$ cat src/rtl/multicycle_datapath.sv
// Multi-cycle RV32I-subset datapath (add/sub/and/or/slt, addi, lw, sw, beq).
// One shared ALU serves PC increment, branch target, address and arithmetic.
// Ports:
//   clk          rising-edge clock
//   reset        synchronous active-high reset
//   pc           current program counter (byte address)
//   state        FSM state for debug (FETCH=0 .. HALT=5)
//   retire       one-cycle pulse per completed instruction
//   halted       high while the FSM sits in HALT
//   instr_count  retired-instruction counter (wraps)
module multicycle_datapath #(
  parameter int unsigned XLEN       = 32,
  parameter int unsigned REG_COUNT  = 32,
  parameter int unsigned IMEM_WORDS = 32,
  parameter int unsigned DMEM_WORDS = 32,
  parameter int unsigned RESET_PC   = 0
) (
  input  logic            clk,
  input  logic            reset,
  output logic [XLEN-1:0] pc,
  output logic [2:0]      state,
  output logic            retire,
  output logic            halted,
  output logic [31:0]     instr_count
);

  localparam int unsigned IAW = (IMEM_WORDS > 1) ? $clog2(IMEM_WORDS) : 1;
  localparam int unsigned DAW = (DMEM_WORDS > 1) ? $clog2(DMEM_WORDS) : 1;
  localparam int unsigned RAW = (REG_COUNT > 1) ? $clog2(REG_COUNT) : 1;

  localparam logic [2:0] FETCH     = 3'd0;
  localparam logic [2:0] DECODE    = 3'd1;
  localparam logic [2:0] EXECUTE   = 3'd2;
  localparam logic [2:0] MEMORY    = 3'd3;
  localparam logic [2:0] WRITEBACK = 3'd4;
  localparam logic [2:0] HALT      = 3'd5;

  localparam logic [2:0] OP_ADD = 3'd0;
  localparam logic [2:0] OP_SUB = 3'd1;
  localparam logic [2:0] OP_AND = 3'd2;
  localparam logic [2:0] OP_OR  = 3'd3;
  localparam logic [2:0] OP_SLT = 3'd4;

  logic [XLEN-1:0] imem [IMEM_WORDS];
  logic [XLEN-1:0] dmem [DMEM_WORDS];
  logic [XLEN-1:0] regs [REG_COUNT];

  logic [XLEN-1:0] ir, a, b, alu_out, mdr, old_pc;

  // Instruction fields
  logic [6:0] opcode, funct7;
  logic [4:0] rd, rs1, rs2;
  logic [2:0] funct3;
  assign opcode = ir[6:0];
  assign rd     = ir[11:7];
  assign funct3 = ir[14:12];
  assign rs1    = ir[19:15];
  assign rs2    = ir[24:20];
  assign funct7 = ir[31:25];

  // Instruction classification
  logic is_r, is_addi, is_lw, is_sw, is_beq, supported;
  always_comb begin
    is_r = 1'b0;
    if (opcode == 7'b0110011) begin
      if (funct7 == 7'b0000000)
        is_r = (funct3 == 3'b000) || (funct3 == 3'b111) ||
               (funct3 == 3'b110) || (funct3 == 3'b010);
      else if (funct7 == 7'b0100000)
        is_r = (funct3 == 3'b000);
    end
    is_addi   = (opcode == 7'b0010011) && (funct3 == 3'b000);
    is_lw     = (opcode == 7'b0000011) && (funct3 == 3'b010);
    is_sw     = (opcode == 7'b0100011) && (funct3 == 3'b010);
    is_beq    = (opcode == 7'b1100011) && (funct3 == 3'b000);
    supported = (ir != '0) && (is_r || is_addi || is_lw || is_sw || is_beq);
  end

  // Immediate generation for I, S and B formats
  logic [XLEN-1:0] imm_i, imm_s, imm_b, imm;
  assign imm_i = {{(XLEN-12){ir[31]}}, ir[31:20]};
  assign imm_s = {{(XLEN-12){ir[31]}}, ir[31:25], ir[11:7]};
  assign imm_b = {{(XLEN-13){ir[31]}}, ir[31], ir[7], ir[30:25], ir[11:8], 1'b0};
  assign imm   = is_sw ? imm_s : (is_beq ? imm_b : imm_i);

  // Shared ALU: operand selection depends on state and instruction class
  logic [XLEN-1:0] alu_a, alu_b, alu_res;
  logic [2:0]      alu_op;
  always_comb begin
    alu_a  = a;
    alu_b  = imm;
    alu_op = OP_ADD;
    if (state == FETCH) begin
      alu_a = pc;
      alu_b = XLEN'(4);
    end else if (is_beq) begin
      alu_a = old_pc;
      alu_b = imm_b;
    end else if (is_r) begin
      alu_b = b;
      case (funct3)
        3'b000:  alu_op = (funct7 == 7'b0100000) ? OP_SUB : OP_ADD;
        3'b111:  alu_op = OP_AND;
        3'b110:  alu_op = OP_OR;
        3'b010:  alu_op = OP_SLT;
        default: alu_op = OP_ADD;
      endcase
    end
    case (alu_op)
      OP_SUB:  alu_res = alu_a - alu_b;
      OP_AND:  alu_res = alu_a & alu_b;
      OP_OR:   alu_res = alu_a | alu_b;
      OP_SLT:  alu_res = XLEN'($signed(alu_a) < $signed(alu_b));
      default: alu_res = alu_a + alu_b;
    endcase
  end

  // Address range/alignment checks
  logic fetch_ok, mem_ok;
  assign fetch_ok = (pc[1:0] == 2'b00) && ((pc >> 2) < XLEN'(IMEM_WORDS));
  assign mem_ok   = (alu_out[1:0] == 2'b00) && ((alu_out >> 2) < XLEN'(DMEM_WORDS));

  // Register file read ports with x0 hardwired to zero
  logic [XLEN-1:0] rs1_val, rs2_val;
  always_comb begin
    rs1_val = '0;
    rs2_val = '0;
    if (rs1 != 5'd0 && 32'(rs1) < REG_COUNT) rs1_val = regs[rs1[RAW-1:0]];
    if (rs2 != 5'd0 && 32'(rs2) < REG_COUNT) rs2_val = regs[rs2[RAW-1:0]];
  end

  // Next-state and control decode
  logic [2:0] state_n;
  logic ir_ld, pc_we, ab_ld, alu_ld, mdr_ld, reg_we, dmem_we, retire_n;
  always_comb begin
    state_n  = state;
    ir_ld    = 1'b0;
    pc_we    = 1'b0;
    ab_ld    = 1'b0;
    alu_ld   = 1'b0;
    mdr_ld   = 1'b0;
    reg_we   = 1'b0;
    dmem_we  = 1'b0;
    retire_n = 1'b0;
    case (state)
      FETCH: begin
        if (fetch_ok) begin
          ir_ld   = 1'b1;
          pc_we   = 1'b1;
          state_n = DECODE;
        end else begin
          state_n = HALT;
        end
      end
      DECODE: begin
        if (supported) begin
          ab_ld   = 1'b1;
          state_n = EXECUTE;
        end else begin
          state_n = HALT;
        end
      end
      EXECUTE: begin
        if (is_beq) begin
          pc_we    = (a == b);
          retire_n = 1'b1;
          state_n  = FETCH;
        end else begin
          alu_ld  = 1'b1;
          state_n = (is_lw || is_sw) ? MEMORY : WRITEBACK;
        end
      end
      MEMORY: begin
        if (!mem_ok) begin
          state_n = HALT;
        end else if (is_sw) begin
          dmem_we  = 1'b1;
          retire_n = 1'b1;
          state_n  = FETCH;
        end else begin
          mdr_ld  = 1'b1;
          state_n = WRITEBACK;
        end
      end
      WRITEBACK: begin
        reg_we   = (rd != 5'd0) && (32'(rd) < REG_COUNT);
        retire_n = 1'b1;
        state_n  = FETCH;
      end
      HALT:    state_n = HALT;
      default: state_n = HALT;
    endcase
  end

  // State register and status outputs
  always_ff @(posedge clk) begin
    if (reset) begin
      state       <= FETCH;
      retire      <= 1'b0;
      halted      <= 1'b0;
      instr_count <= '0;
    end else begin
      state  <= state_n;
      retire <= retire_n;
      halted <= (state_n == HALT);
      if (retire_n) instr_count <= instr_count + 32'd1;
    end
  end

  // Datapath registers
  always_ff @(posedge clk) begin
    if (reset) begin
      pc      <= XLEN'(RESET_PC);
      old_pc  <= '0;
      ir      <= '0;
      a       <= '0;
      b       <= '0;
      alu_out <= '0;
      mdr     <= '0;
    end else begin
      if (ir_ld) begin
        ir     <= imem[pc[IAW+1:2]];
        old_pc <= pc;
      end
      if (pc_we)  pc      <= alu_res;
      if (ab_ld) begin
        a <= rs1_val;
        b <= rs2_val;
      end
      if (alu_ld) alu_out <= alu_res;
      if (mdr_ld) mdr     <= dmem[alu_out[DAW+1:2]];
    end
  end

  // Architectural storage writes; suppressed on a reset edge
  always_ff @(posedge clk) begin
    if (!reset && reg_we)  regs[rd[RAW-1:0]]      <= is_lw ? mdr : alu_out;
    if (!reset && dmem_we) dmem[alu_out[DAW+1:2]] <= b;
  end

endmodule

$ cat config.mk
export PLATFORM = sky130hd
export DESIGN_NAME = multicycle_datapath
export DESIGN_NICKNAME = d
export VERILOG_FILES = /design/src/rtl/multicycle_datapath.sv
export SDC_FILE = /design/constraint.sdc
export NUM_CORES = 1
export LEC_CHECK = 0
export CAP_MARGIN = 25
export CORE_MARGIN = 5
export CORE_UTILIZATION = 54
export CTS_BUF_LIST = sky130_fd_sc_hd__clkbuf_8
export CTS_CLUSTER_DIAMETER = 120
export CTS_CLUSTER_SIZE = 14
export DETAILED_ROUTE_END_ITERATION = 6
export HOLD_SLACK_MARGIN = 0.02
export PLACE_DENSITY = 0.86
export SLEW_MARGIN = 20
export SYNTH_ARGS = -nofsm -noshare
export SYNTH_HDL_FRONTEND = slang
export SYNTH_SLANG_ARGS = --single-unit
$ cat constraint.sdc
create_clock -name clk -period 5.8 [get_ports clk]
set_input_delay 0.87 -clock clk [delete_from_list [all_inputs] [get_ports clk]]
set_output_delay 0.87 -clock clk [all_outputs]
set_load 0.01 [all_outputs]
==> flow_summary.ini <==
[grt]
grt_pass1_wl_um = 10600
grtUsageTotal_pct = 21.2
grt-ovfl-total = 0
grt_pass1_vias = 2251
antenna_found_initial = 0
grt_max_degree = 44

[clocking]
cts_hold_buffers = 0
cts-resized-gates = 0
root_buffer = clkbuf_8
cts_made_buffers = 9
cts_max_level = 3
cts.sinks = 65
cts_setup_buffers = 0
cts.path.max_buffers = 2
clk_pin_slew_ns = 0.07
cts_tree = done
clk_latency_ns = 0.35

[cells_and_area]
nets = 356
utilization_pct = 73.6
area_delta_synth_final_pct = 31.4
nFillCells = 381
instances_no_fill = 422
n_antenna_cell = 0
postLayoutCellArea_um2 = 3520
drive_gt1_share_pct = 8.17

[timing]
hold_violations = 0
fin_crit_ns = 2.47
finalSetupViolCount = 0
worstMarginPinSlew_ns = 0.604
finalCritPeriodShare_pct = 42.6
rsz0062_at_grt = no
skew_ns = 0.00740
fmax_ghz = 0.405
report.final.slew_viol_count = 0
relSlewSlack_pct = 59.4
finalSetupTns_ns = 0

[synthesis]
synth_cell_type_count = 39
ys_seq_area_share_pct = 48.5
netlist_area_um2 = 2680
ys_seq_elements = 65
yosys_warnings = 0
synthCells = 289
synth.avg_cell_area_um2 = 9.28

[setup_path]
required_ns = 6.04
worstSetupPathType = register to register
critPathMaxStageDelay_ns = 0.80
slowest_stage = or4_1
reg2regPathDepth = 5
cp.arrival_ns = 2.71
rr_startpoint = instr_count[0]$_SDFFE_PP0P_
cp-start-kind = register
crit_family = simple AND/OR/NAND/NOR gates
end_kind = register
r2r_slack_ns = 3.33
path_cells = ha_1, nand3b_4, or4_1, nor4_1, mux2_2
crit_path_max_fanout = 17
r2r-end = instr_count[22]$_SDFFE_PP0P_
path_buf_inv = 0

[routing]
wl_per_cell_um = 14.6
via_count = 2317
drtAntennaViolNets = 0
drc = 0
dr.pass1.iters = 4
vias_per_cell = 5.49
drt_wl_total_um = 6140
drtIter0Drc = 163

[flow_run]
drv_cap = 0

[place]
io_buffer_count = 67
dpl.hpwl_um = 4300
dp_cells = 408
place_congestion = 0.868
placed_cell_area_um2 = 3360

[power]
power_density_nw_per_um2 = 228
leakagePower_nw = 1.21
peakVddDrop_mv = 0.184

[floorplan]
num_io_pins = 71
chipWidth_um = 80.5
core.rowCount = 25
fp.coreArea_um2 = 4790
fp.dieH_um = 80.5
start_util_pct = 56.0
die_area_um2 = 6470

[min_path]
min_path_type = register to register
hold_depth = 1
min_from = pc[8]$_SDFFE_PP0P_
min_to = pc[8]$_SDFFE_PP0P_

[status]
outcome = completed
[through the flow]
step / setup slack [ns] / total power [W] / hold WS (ns)
global placement: 3.42 / 0.000488 / 0.465
CTS: 3.32 / 0.000807 / 0.484
floorplan: 3.59 / 0.000481 / 0.496
finish: 3.33 / 0.000803 / 0.484
detailed placement: 3.32 / 0.000490 / 0.473
global route: 3.21 / 0.000841 / 0.491
[metal layers]
layer | vias to the layer above | routed length, um | global-route usage (%)
li1 | 1159 | - | -
met1 | 1065 | 2740 | 27.2
met2 | 82 | 2810 | 31.6
met3 | 11 | 497 | 6.95
met4 | 0 | 97 | 10.6
met5 | - | 0 | 0
[worst reg2reg max path, stage by stage (launching register included)]
cell	delay, ns
dfxtp_1	0.42
ha_1	0.25
nand3b_4	0.12
or4_1	0.80
nor4_1	0.41
mux2_2	0.37
[Yosys cell counts (all sizes together)]
| master | count | area share [%] |
|---|---|---|
| buf | 8 | 2.3 |
| nand2 | 10 | 1.4 |
| xnor2 | 7 | 2.3 |
| clkbuf | 10 | 1.4 |
| or2 | 5 | 1.2 |
| or4 | 15 | 4.4 |
| dfxtp | 65 | 49 |
| and2 | 3 | 0.70 |
| nand3 | 7 | 1.5 |
| a21oi | 19 | 3.5 |
| nor2b | 28 | 6.5 |
| o311ai | 2 | 0.65 |
| a32o | 1 | 0.37 |
| o31ai | 10 | 2.8 |
| nand4 | 13 | 3.0 |
| nor2 | 24 | 3.4 |
| nor3 | 7 | 1.3 |
| mux2i | 1 | 0.37 |
| inv | 10 | 1.4 |
| nand4b | 2 | 0.89 |
| o31a | 1 | 0.33 |
| ha | 2 | 0.93 |
| nor4 | 12 | 2.8 |
| o41ai | 3 | 0.98 |
| mux2 | 5 | 2.1 |
| a211oi | 1 | 0.28 |
| or3 | 7 | 1.7 |
| nand3b | 1 | 0.75 |
| xor2 | 3 | 0.98 |
| o21ai | 6 | 1.1 |
| conb | 1 | 0.14 |
[logic make-up after synthesis]
group / after synthesis / synth area share [%]
fa+ha+maj: 2 / 0.933
xor+xnor: 10 / 3.27
flops: 65 / 48.5
compound gates: 43 / 10.1
mux: 6 / 2.47
buf+inv: 28 / 5.09
other cells: 1 / 0.140
simple gates: 134 / 29.5
[how the worst max path moves through the flow]
| stage | start | slack, ns | depth (start not counted) | end |
|---|---|---|---|---|
| floorplan | instr_count[0]$_SDFFE_PP0P_ | 3.59 | 6 | instr_count[22]$_SDFFE_PP0P_ |
| global placement | instr_count[0]$_SDFFE_PP0P_ | 3.42 | 5 | instr_count[22]$_SDFFE_PP0P_ |
| detailed placement | instr_count[0]$_SDFFE_PP0P_ | 3.32 | 5 | instr_count[22]$_SDFFE_PP0P_ |
| CTS | instr_count[0]$_SDFFE_PP0P_ | 3.32 | 5 | instr_count[22]$_SDFFE_PP0P_ |
| global route | instr_count[0]$_SDFFE_PP0P_ | 3.21 | 5 | instr_count[22]$_SDFFE_PP0P_ |
| finish | instr_count[0]$_SDFFE_PP0P_ | 3.33 | 5 | instr_count[22]$_SDFFE_PP0P_ |
[state kept, by name (all words and copies together) (netlist names)]
signal       flops
pc              30
instr_count     32
state            2
retire           1
[layout make-up]
cell class,instances,area (um^2),share of cell area [%]
Multi-Input combinational cell,198,1250,35.5
Tap cell,67,83.8,2.38
Clock inverter,3,11.3,0.320
Timing Repair Buffer,68,686,19.5
Clock buffer,11,151,4.30
Sequential cell,65,1300,36.9
Inverter,10,37.5,1.07
[power by group]
part | total, W | leakage, nW | switching (W) | internal (W)
combinational | 0.0000271 | 0.594 | 0.0000152 | 0.0000118
clock | 0.000322 | 0.0951 | 0.000153 | 0.000169
sequential | 0.000453 | 0.524 | 0.00000399 | 0.000449
[cell usage in the layout (no fill, tap or decap), types with 7 or more instances in the layout]
cell type | Yosys | final
clkbuf_8 | 0 | 11
o31ai_1 | 10 | 10
nor2b_1 | 28 | 28
xnor2_1 | 7 | 7
nor3_1 | 7 | 7
nor2_1 | 24 | 24
inv_1 | 10 | 13
nor4_1 | 12 | 12
a21oi_1 | 19 | 19
nand4_1 | 13 | 13
or4_1 | 13 | 13
nand2_1 | 10 | 10
dfxtp_1 | 65 | 65
clkdlybuf4s50_1 | 0 | 66
Power figures use the tool's default switching activity.
